===== config.mk =====
export PLATFORM = sky130hd
export DESIGN_NAME = subleq_mem
export DESIGN_NICKNAME = d
export VERILOG_FILES = /design/src/rtl/subleq_mem.sv
export SDC_FILE = /design/constraint.sdc
export NUM_CORES = 2
export LEC_CHECK = 0
export CORE_UTILIZATION = 40
export DETAILED_ROUTE_END_ITERATION = 7
export PLACE_DENSITY = 0.63
export SYNTH_ARGS = -nofsm -noshare
export SYNTH_HDL_FRONTEND = slang
export SYNTH_SLANG_ARGS = --single-unit
export TNS_END_PERCENT = 30

===== constraint.sdc =====
create_clock -name i_clk -period 8.7 [get_ports i_clk]
set_input_delay 0.87 -clock i_clk [delete_from_list [all_inputs] [get_ports i_clk]]
set_output_delay 0.87 -clock i_clk [all_outputs]
set_load 0.02 [all_outputs]

===== src/rtl/subleq_mem.sv =====
// Program memory for a subleq CPU: zeroes itself after reset, accepts a byte-stream program
// load, then serves the CPU read/write ports with a memory-mapped output FIFO.
module subleq_mem #(
  parameter logic [7:0]  OUT_ADDR   = 8'hFF,
  parameter int unsigned FIFO_DEPTH = 4
) (
  input  logic       i_clk,
  input  logic       i_rstn,
  input  logic       i_ld_valid,
  output logic       o_ld_ready,
  input  logic [7:0] i_ld_data,
  input  logic       i_ld_last,
  input  logic [7:0] i_raddr,
  output logic [7:0] o_rdata,
  input  logic [7:0] i_waddr,
  input  logic [7:0] i_wdata,
  input  logic       i_we,
  output logic       o_cpu_rstn,
  output logic       o_out_valid,
  input  logic       i_out_ready,
  output logic [7:0] o_out_data,
  output logic       o_out_overflow
);

  localparam int unsigned PTR_W = (FIFO_DEPTH > 1) ? $clog2(FIFO_DEPTH) : 1;
  localparam int unsigned CNT_W = $clog2(FIFO_DEPTH + 1);
  localparam logic [CNT_W-1:0] FULL_CNT = CNT_W'(FIFO_DEPTH);

  typedef enum logic [1:0] {S_CLEAR, S_LOAD, S_RUN} state_t;

  state_t           r_state, w_state_nxt;
  logic [7:0]       r_clr_cnt;
  logic [7:0]       r_ld_ptr;
  logic             r_cpu_rstn;
  logic [7:0]       r_mem [256];

  logic             w_mem_we;
  logic [7:0]       w_mem_addr;
  logic [7:0]       w_mem_data;

  logic [7:0]       r_fifo [FIFO_DEPTH];
  logic [PTR_W-1:0] r_wr_ptr, r_rd_ptr;
  logic [CNT_W-1:0] r_count;
  logic             r_overflow;
  logic             w_push, w_pop, w_full, w_push_ok;

  always_ff @(posedge i_clk or negedge i_rstn) begin
    if (!i_rstn) r_state <= S_CLEAR;
    else         r_state <= w_state_nxt;
  end

  // Single write port shared by clear, load and CPU, selected by state.
  always_comb begin
    w_state_nxt = r_state;
    w_mem_we    = 1'b0;
    w_mem_addr  = r_clr_cnt;
    w_mem_data  = 8'h00;
    unique case (r_state)
      S_CLEAR: begin
        w_mem_we = 1'b1;
        if (r_clr_cnt == 8'hFF) w_state_nxt = S_LOAD;
      end
      S_LOAD: begin
        w_mem_we   = i_ld_valid;
        w_mem_addr = r_ld_ptr;
        w_mem_data = i_ld_data;
        if (i_ld_valid && (i_ld_last || r_ld_ptr == 8'hFF)) w_state_nxt = S_RUN;
      end
      S_RUN: begin
        w_mem_we   = i_we;
        w_mem_addr = i_waddr;
        w_mem_data = i_wdata;
      end
      default: w_state_nxt = S_CLEAR;
    endcase
  end

  always_ff @(posedge i_clk or negedge i_rstn) begin
    if (!i_rstn) begin
      r_clr_cnt  <= 8'h00;
      r_ld_ptr   <= 8'h00;
      r_cpu_rstn <= 1'b0;
    end else begin
      if (r_state == S_CLEAR) r_clr_cnt <= r_clr_cnt + 8'h01;
      if (r_state == S_LOAD && i_ld_valid) r_ld_ptr <= r_ld_ptr + 8'h01;
      r_cpu_rstn <= (r_state == S_RUN);
    end
  end

  // Array is not reset; S_CLEAR zeroes it after every reset.
  always_ff @(posedge i_clk) begin
    if (w_mem_we) r_mem[w_mem_addr] <= w_mem_data;
  end

  assign o_rdata    = r_mem[i_raddr];
  assign o_ld_ready = (r_state == S_LOAD);
  assign o_cpu_rstn = r_cpu_rstn;

  assign w_push    = (r_state == S_RUN) && i_we && (i_waddr == OUT_ADDR);
  assign w_full    = (r_count == FULL_CNT);
  assign o_out_valid = (r_count != '0);
  assign w_pop     = o_out_valid && i_out_ready;
  // A pop in the same cycle frees the slot, so a full FIFO still accepts the push.
  assign w_push_ok = w_push && (!w_full || w_pop);
  assign o_out_data = r_fifo[r_rd_ptr];
  assign o_out_overflow = r_overflow;

  always_ff @(posedge i_clk) begin
    if (w_push_ok) r_fifo[r_wr_ptr] <= i_wdata;
  end

  always_ff @(posedge i_clk or negedge i_rstn) begin
    if (!i_rstn) begin
      r_wr_ptr   <= '0;
      r_rd_ptr   <= '0;
      r_count    <= '0;
      r_overflow <= 1'b0;
    end else begin
      if (w_push_ok) r_wr_ptr <= r_wr_ptr + PTR_W'(1);
      if (w_pop)     r_rd_ptr <= r_rd_ptr + PTR_W'(1);
      case ({w_push_ok, w_pop})
        2'b10:   r_count <= r_count + CNT_W'(1);
        2'b01:   r_count <= r_count - CNT_W'(1);
        default: r_count <= r_count;
      endcase
      if (w_push && !w_push_ok) r_overflow <= 1'b1;
    end
  end

endmodule


; ---- Word-level counts from Yosys, hierarchy flattened
; Memory sizes are Yosys's and may differ from the RTL's.
; Cells that the tools add are included.
[word_totals]
regBits = 27
ram_bits = 2080
input_bits = 38
output_inout_bits = 20
wordCells = 53
memories = 2
[mem_list]
columns = memory, depth, word_bits, rd, rd_clocked_by_memory_dff, wr, line
row1 = r_mem, 256, 8, 1, 0, 1, 35  ; logic [7:0] r_mem [256];
row2 = r_fifo, 4, 8, 1, 0, 1, 41  ; logic [7:0] r_fifo [FIFO_DEPTH];
[classes]
n_addsub = 6
eq_ne = 10
n_mux = 11
bitwise = 1
reduce_logical = 15
[ops]
columns = operator, count
row1 = one-hot mux 8 bit (2 select lines), 2
row2 = "== test 8 bit, second input constant", 3
row3 = "adder 8 x 1 -> 8 bit, second input constant", 2
row4 = logical AND 1 bit, 7
row5 = one-hot mux 2 bit (3 select lines), 1
row6 = one-hot mux 3 bit (2 select lines), 1
row7 = "adder 2 x 1 -> 2 bit, second input constant", 2
row8 = "== test 2 x 1 -> 1 bit, second input constant", 2
row9 = "== test 2 bit, second input constant", 2
row10 = 2-to-1 mux 1 bit, 4
row11 = 2-to-1 mux 2 bit, 2
row12 = "adder 3 x 1 -> 3 bit, second input constant", 1
row13 = "== test 3 bit, second input constant", 1
row14 = one-hot mux 1 bit (3 select lines), 1
row15 = AND reduction 3 bit, 1
row16 = nonzero test 3 bit, 1
row17 = "subtractor 3 x 1 -> 3 bit, second input constant", 1
row18 = zero test 1 bit, 2
row19 = zero test 2 bit, 1
row20 = logical OR 1 bit, 2
row21 = "inequality test 2 x 1 -> 1 bit, second input constant", 1
row22 = "inequality test 2 bit, second input constant", 1
row23 = nonzero test 2 bit, 1
row24 = inverter 1 bit, 1

; ---- Logic depth before layout (Yosys ltp)
[depth]
depth_word = 6
ltp_mapped = 11
ltp_nobuf = 10

; ---- Least setup slack after synthesis
; No wires, ideal clock.
[synth_path]
path_type = register to register
from = reg r_state[1]
to = mem r_mem[0][0] (data pin)
setup_time_ns = 1.453
t_arrival_ns = 7.710
t_required_ns = 7.247
setup_slack_ns = -0.463
stages_incl_launch_ff = 7
path_buffers = 2
synth_period_minus_slack_ns = 9.163
cell_sequence = dfrtp_1 > inv_1 > ha_1 > clkbuf_1 > buf_1 > a22oi_1 > nor2b_1
[synth_between]
elab_chain_len = 2
word_cells_on_any_way = 3
classes_between = eq/ne: 2 / mux: 1
[synth_lines]
columns = element, line
row1 = from (decl), 31  ; state_t r_state, w_state_nxt;
row2 = from (signal assigned), 49  ; else r_state <= w_state_nxt;
row3 = == test 2 x 1 -> 1 bit, --
row4 = via o_ld_ready, 10  ; output logic o_ld_ready,
row5 = one-hot mux 8 bit (2 select lines), 58  ; unique case (r_state)
row6 = via w_mem_data[0], 39  ; logic [7:0] w_mem_data;
row7 = to (decl), 35
; The timed path passes the listed nets, and every way through them passes these cells.

; ---- Worst setup path in the final report
[layout_path]
from = in i_raddr[0]
to = out o_rdata[6]
[layout_between]
elab_chain_len = 1
[layout_lines]
columns = element, line
row1 = from (decl), 13  ; input logic [7:0] i_raddr,
row2 = memory (256 x 8 bit), --
row3 = to (decl), 14  ; output logic [7:0] o_rdata,
; Every way passes these cells.

==> impl_results.md <==
* Avg Cell Area, Syn at 20.5 um2
* Most numerous cell in the Yosys netlist: edfxtp_1
* Ranking of synthesized cells by area: edfxtp_1 76%, mux4_2 12%, mux2i_1 1.7%
* Startpoint types: primary input
* Die area at 0.206 mm2
* CTS tree: done
* Synth Warn # at 0
* Area grow syn2layout at 12.2%
* Final HPWL DP at 120000 um
* Final setup viols at 0
* Synth top cells by count: 2080 x edfxtp_1, 440 x mux4_2, 318 x nor2_1, 168 x a22oi_1, 137 x mux2i_1
* Initial Util at 0.403
* PnR Total Power at 20.1 mW
* Post-Synth Simple-Gate Area at 0.0260
* Post-synth EDFFs at 2080
* Share of the synthesized area in the top cell type at 0.764
* Synthesized Nets at 4036
* Reg clk slew, reported paths at 0.06 ns
* Final instance area at 0.0917 mm2
* Clk sinks at 2107
* Core Box Area at 0.203 mm2
* Most used DFF post-synth: edfxtp_1
* Rel. slew slack at 0.109
* Worst vdd ir at 0.137 mV
* RD Place Congestion at 0.837
* DRT Pass-1 Iters at 5
* Port-buffer cells at 57
* Nets@finish at 4136
* Synth unique cells at 56
* Status: complete, no violations
* Via density at 5.82
* Main combinational cell family by area after synthesis: multiplexers
* Skew final at 0.0236 ns
* Vias in the first global route at 40345
* Num CTS Buffers at 201
* Synth Area in Adders at 0.00193
* DRC Markers at 0
* Fin crit share at 0.718
* Root buf cell: clkbuf_16
* Critical path arrival at 5.38 ns
* Leakage at 23.3 nW
* WS Path Type: primary input to output pin
* CP endpoint kind: output pin
* Clk buf depth at 3
* Post-route antenna net violation count at 0
* First-pass GRT wire length at 292000 um
* Mapped cell area at 0.0818 mm2
* Pre-CTS WS at 2.37 ns
* FF+latch count, synth at 2107
* Skew-Pair Late Insertion Delay at 0.84 ns
* Area after DPL at 0.0853 mm2
* Register area share after synthesis at 0.772
* Worst-Margin Slew at 1.32 ns
* Number of DRC violations after detailed-routing iteration 0 at 4481
* Max cap viols at 0
* Post-Syn Instances at 3986
* P per Cell Area at 219 mW/mm2
* Chip width at 454 um
* Final WS setup at 2.45 ns
* Async set or reset register ratio after synthesis at 0.0128
* Hold Violations, Final at 0
* Layout cell share with drive strength beyond 1 at 0.192
* Largest net degree at the start of global routing at 241
* Fill count at 16859
* Worst hold path type: primary input to async pin
* F_max at 160 MHz
* Setup TNS at 0 ns
* Worst-path maximum fanout at 88
* I/O Pins at 58
* Yosys top cell by area: edfxtp_1
* H-tree levels at 4
* Post-cts resize count at 0
* Final Max Slew Viols at 0
* RSZ-0062 raised after global routing: no
* Critical Path RT at 7.83 ns
* Post-layout minimum cycle time at 6.25 ns
* Routed wire per std cell at 29.2 um
* # Post-CTS Setup Buffers at 0
* Synth Area in Compound Gates at 0.0436
* Grt ovf at 0
* Via count of the routed design at 40285
* Hold_buf cts at 0
* Die Height at 454 um
* Xor and xnor area share after synthesis at 0.00204
* Hold WS at 0.435 ns
* Post-Route WL at 202000 um
* Global-route usage over all layers at 0.196
* Row cnt at 165
* Post-synthesis mux area share at 0.139
* Initial antenna violation count at 2
==> cell type report <==
| type | instances | area [um2] | area share |
|---|---|---|---|
| antenna | 1 | 2.50 | 0.0000273 |
| timing repair buffer | 136 | 1370 | 0.0150 |
| clock buffer | 262 | 5450 | 0.0594 |
| tap | 2672 | 3340 | 0.0365 |
| multi-input combinational | 1633 | 17500 | 0.190 |
| sequential | 2107 | 63100 | 0.688 |
| inverter | 7 | 26.3 | 0.000286 |
| clock inverter | 105 | 923 | 0.0101 |
==> per-stage QoR <==
step,instances,utilization
after floorplan,3986,-
after global placement,6555,0.421
after detailed placement,6555,0.421
after CTS,6922,0.452
after global routing,6922,0.452
final,6923,0.452
==> flip-flops by register name (all words and copies together), names as in the netlist <==
signal and flops:
r_mem 2048, r_fifo 32, o_out_overflow 1, o_cpu_rstn 1, r_wr_ptr 2, r_clr_cnt 8, r_state 2, r_rd_ptr 2
r_ld_ptr 8, r_count 3
==> path summary, 6_finish.rpt <==
kind	depth (start not counted)	start	slack [ns]	to
min in group i_clk	1	r_count[2]$_DFFE_PN0P_	0.48	r_count[2]$_DFFE_PN0P_
worst max register to register	7	r_state[0]$_DFFE_PN0P_	4.16	r_mem[246][3]$_DFFE_PP_
worst max-delay path	9	i_raddr[0]	2.45	o_rdata[6]
worst min register to register	1	r_count[2]$_DFFE_PN0P_	0.48	r_count[2]$_DFFE_PN0P_
worst min-delay path	2	i_rstn	0.43	r_ld_ptr[6]$_DFFE_PN0P_
max in group asynchronous	2	i_rstn	7.96	r_count[0]$_DFFE_PN0P_
==> cells in the final DEF (no fill, tap or decap), drive strengths merged, types with 11 or more instances in the layout <==
master / n
edfxtp: 2080
mux4: 440
nor2: 318
clkbuf: 262
a22oi: 168
mux2i: 137
a21oi: 111
buf: 84
clkinv: 84
o21ai: 68
nand2: 66
clkdlybuf4s50: 52
o221ai: 36
a221oi: 30
nand3: 28
o22ai: 28
dfrtp: 27
a22o: 23
nor3: 19
bufinv: 16
a21o: 15
nor2b: 15
xnor2: 12
ha: 11
and2: 11
==> worst max-delay path: stages <==
cell and delay, ns:
buf_8 0.40, buf_12 0.59, mux4_2 0.59, a22oi_1 0.35, a21oi_1 0.17, nor4_1 1.12, nor2_1 0.11, o211a_1 0.26
clkdlybuf4s50_1 0.58
==> layer usage <==
metal	vias up	share of wire	routed length, um	global-route usage
li1	16795	-	-	-
met1	21445	0.41	83200	0.274
met2	1738	0.48	97100	0.311
met3	307	0.077	15700	0.0368
met4	0	0.030	6160	0.0643
met5	-	0	0	0
==> kinds of logic after synthesis <==
group	Yosys count
DFF	2107
muxes	582
AOI/OAI and AO/OA	520
and+or+nand+nor	500
buffers and inverters	246
xor gates and xnor gates	19
adders and majority gates	12
==> report_power, final <==
| part | total, mW | switching (mW) | internal, mW |
|---|---|---|---|
| combinational | 0.587 | 0.380 | 0.207 |
| clock | 8.56 | 3.70 | 4.86 |
| sequential | 11.0 | 0 | 11.0 |
| total | 20.1 | 4.08 | 16.0 |
Power figures use the tool's default switching activity.
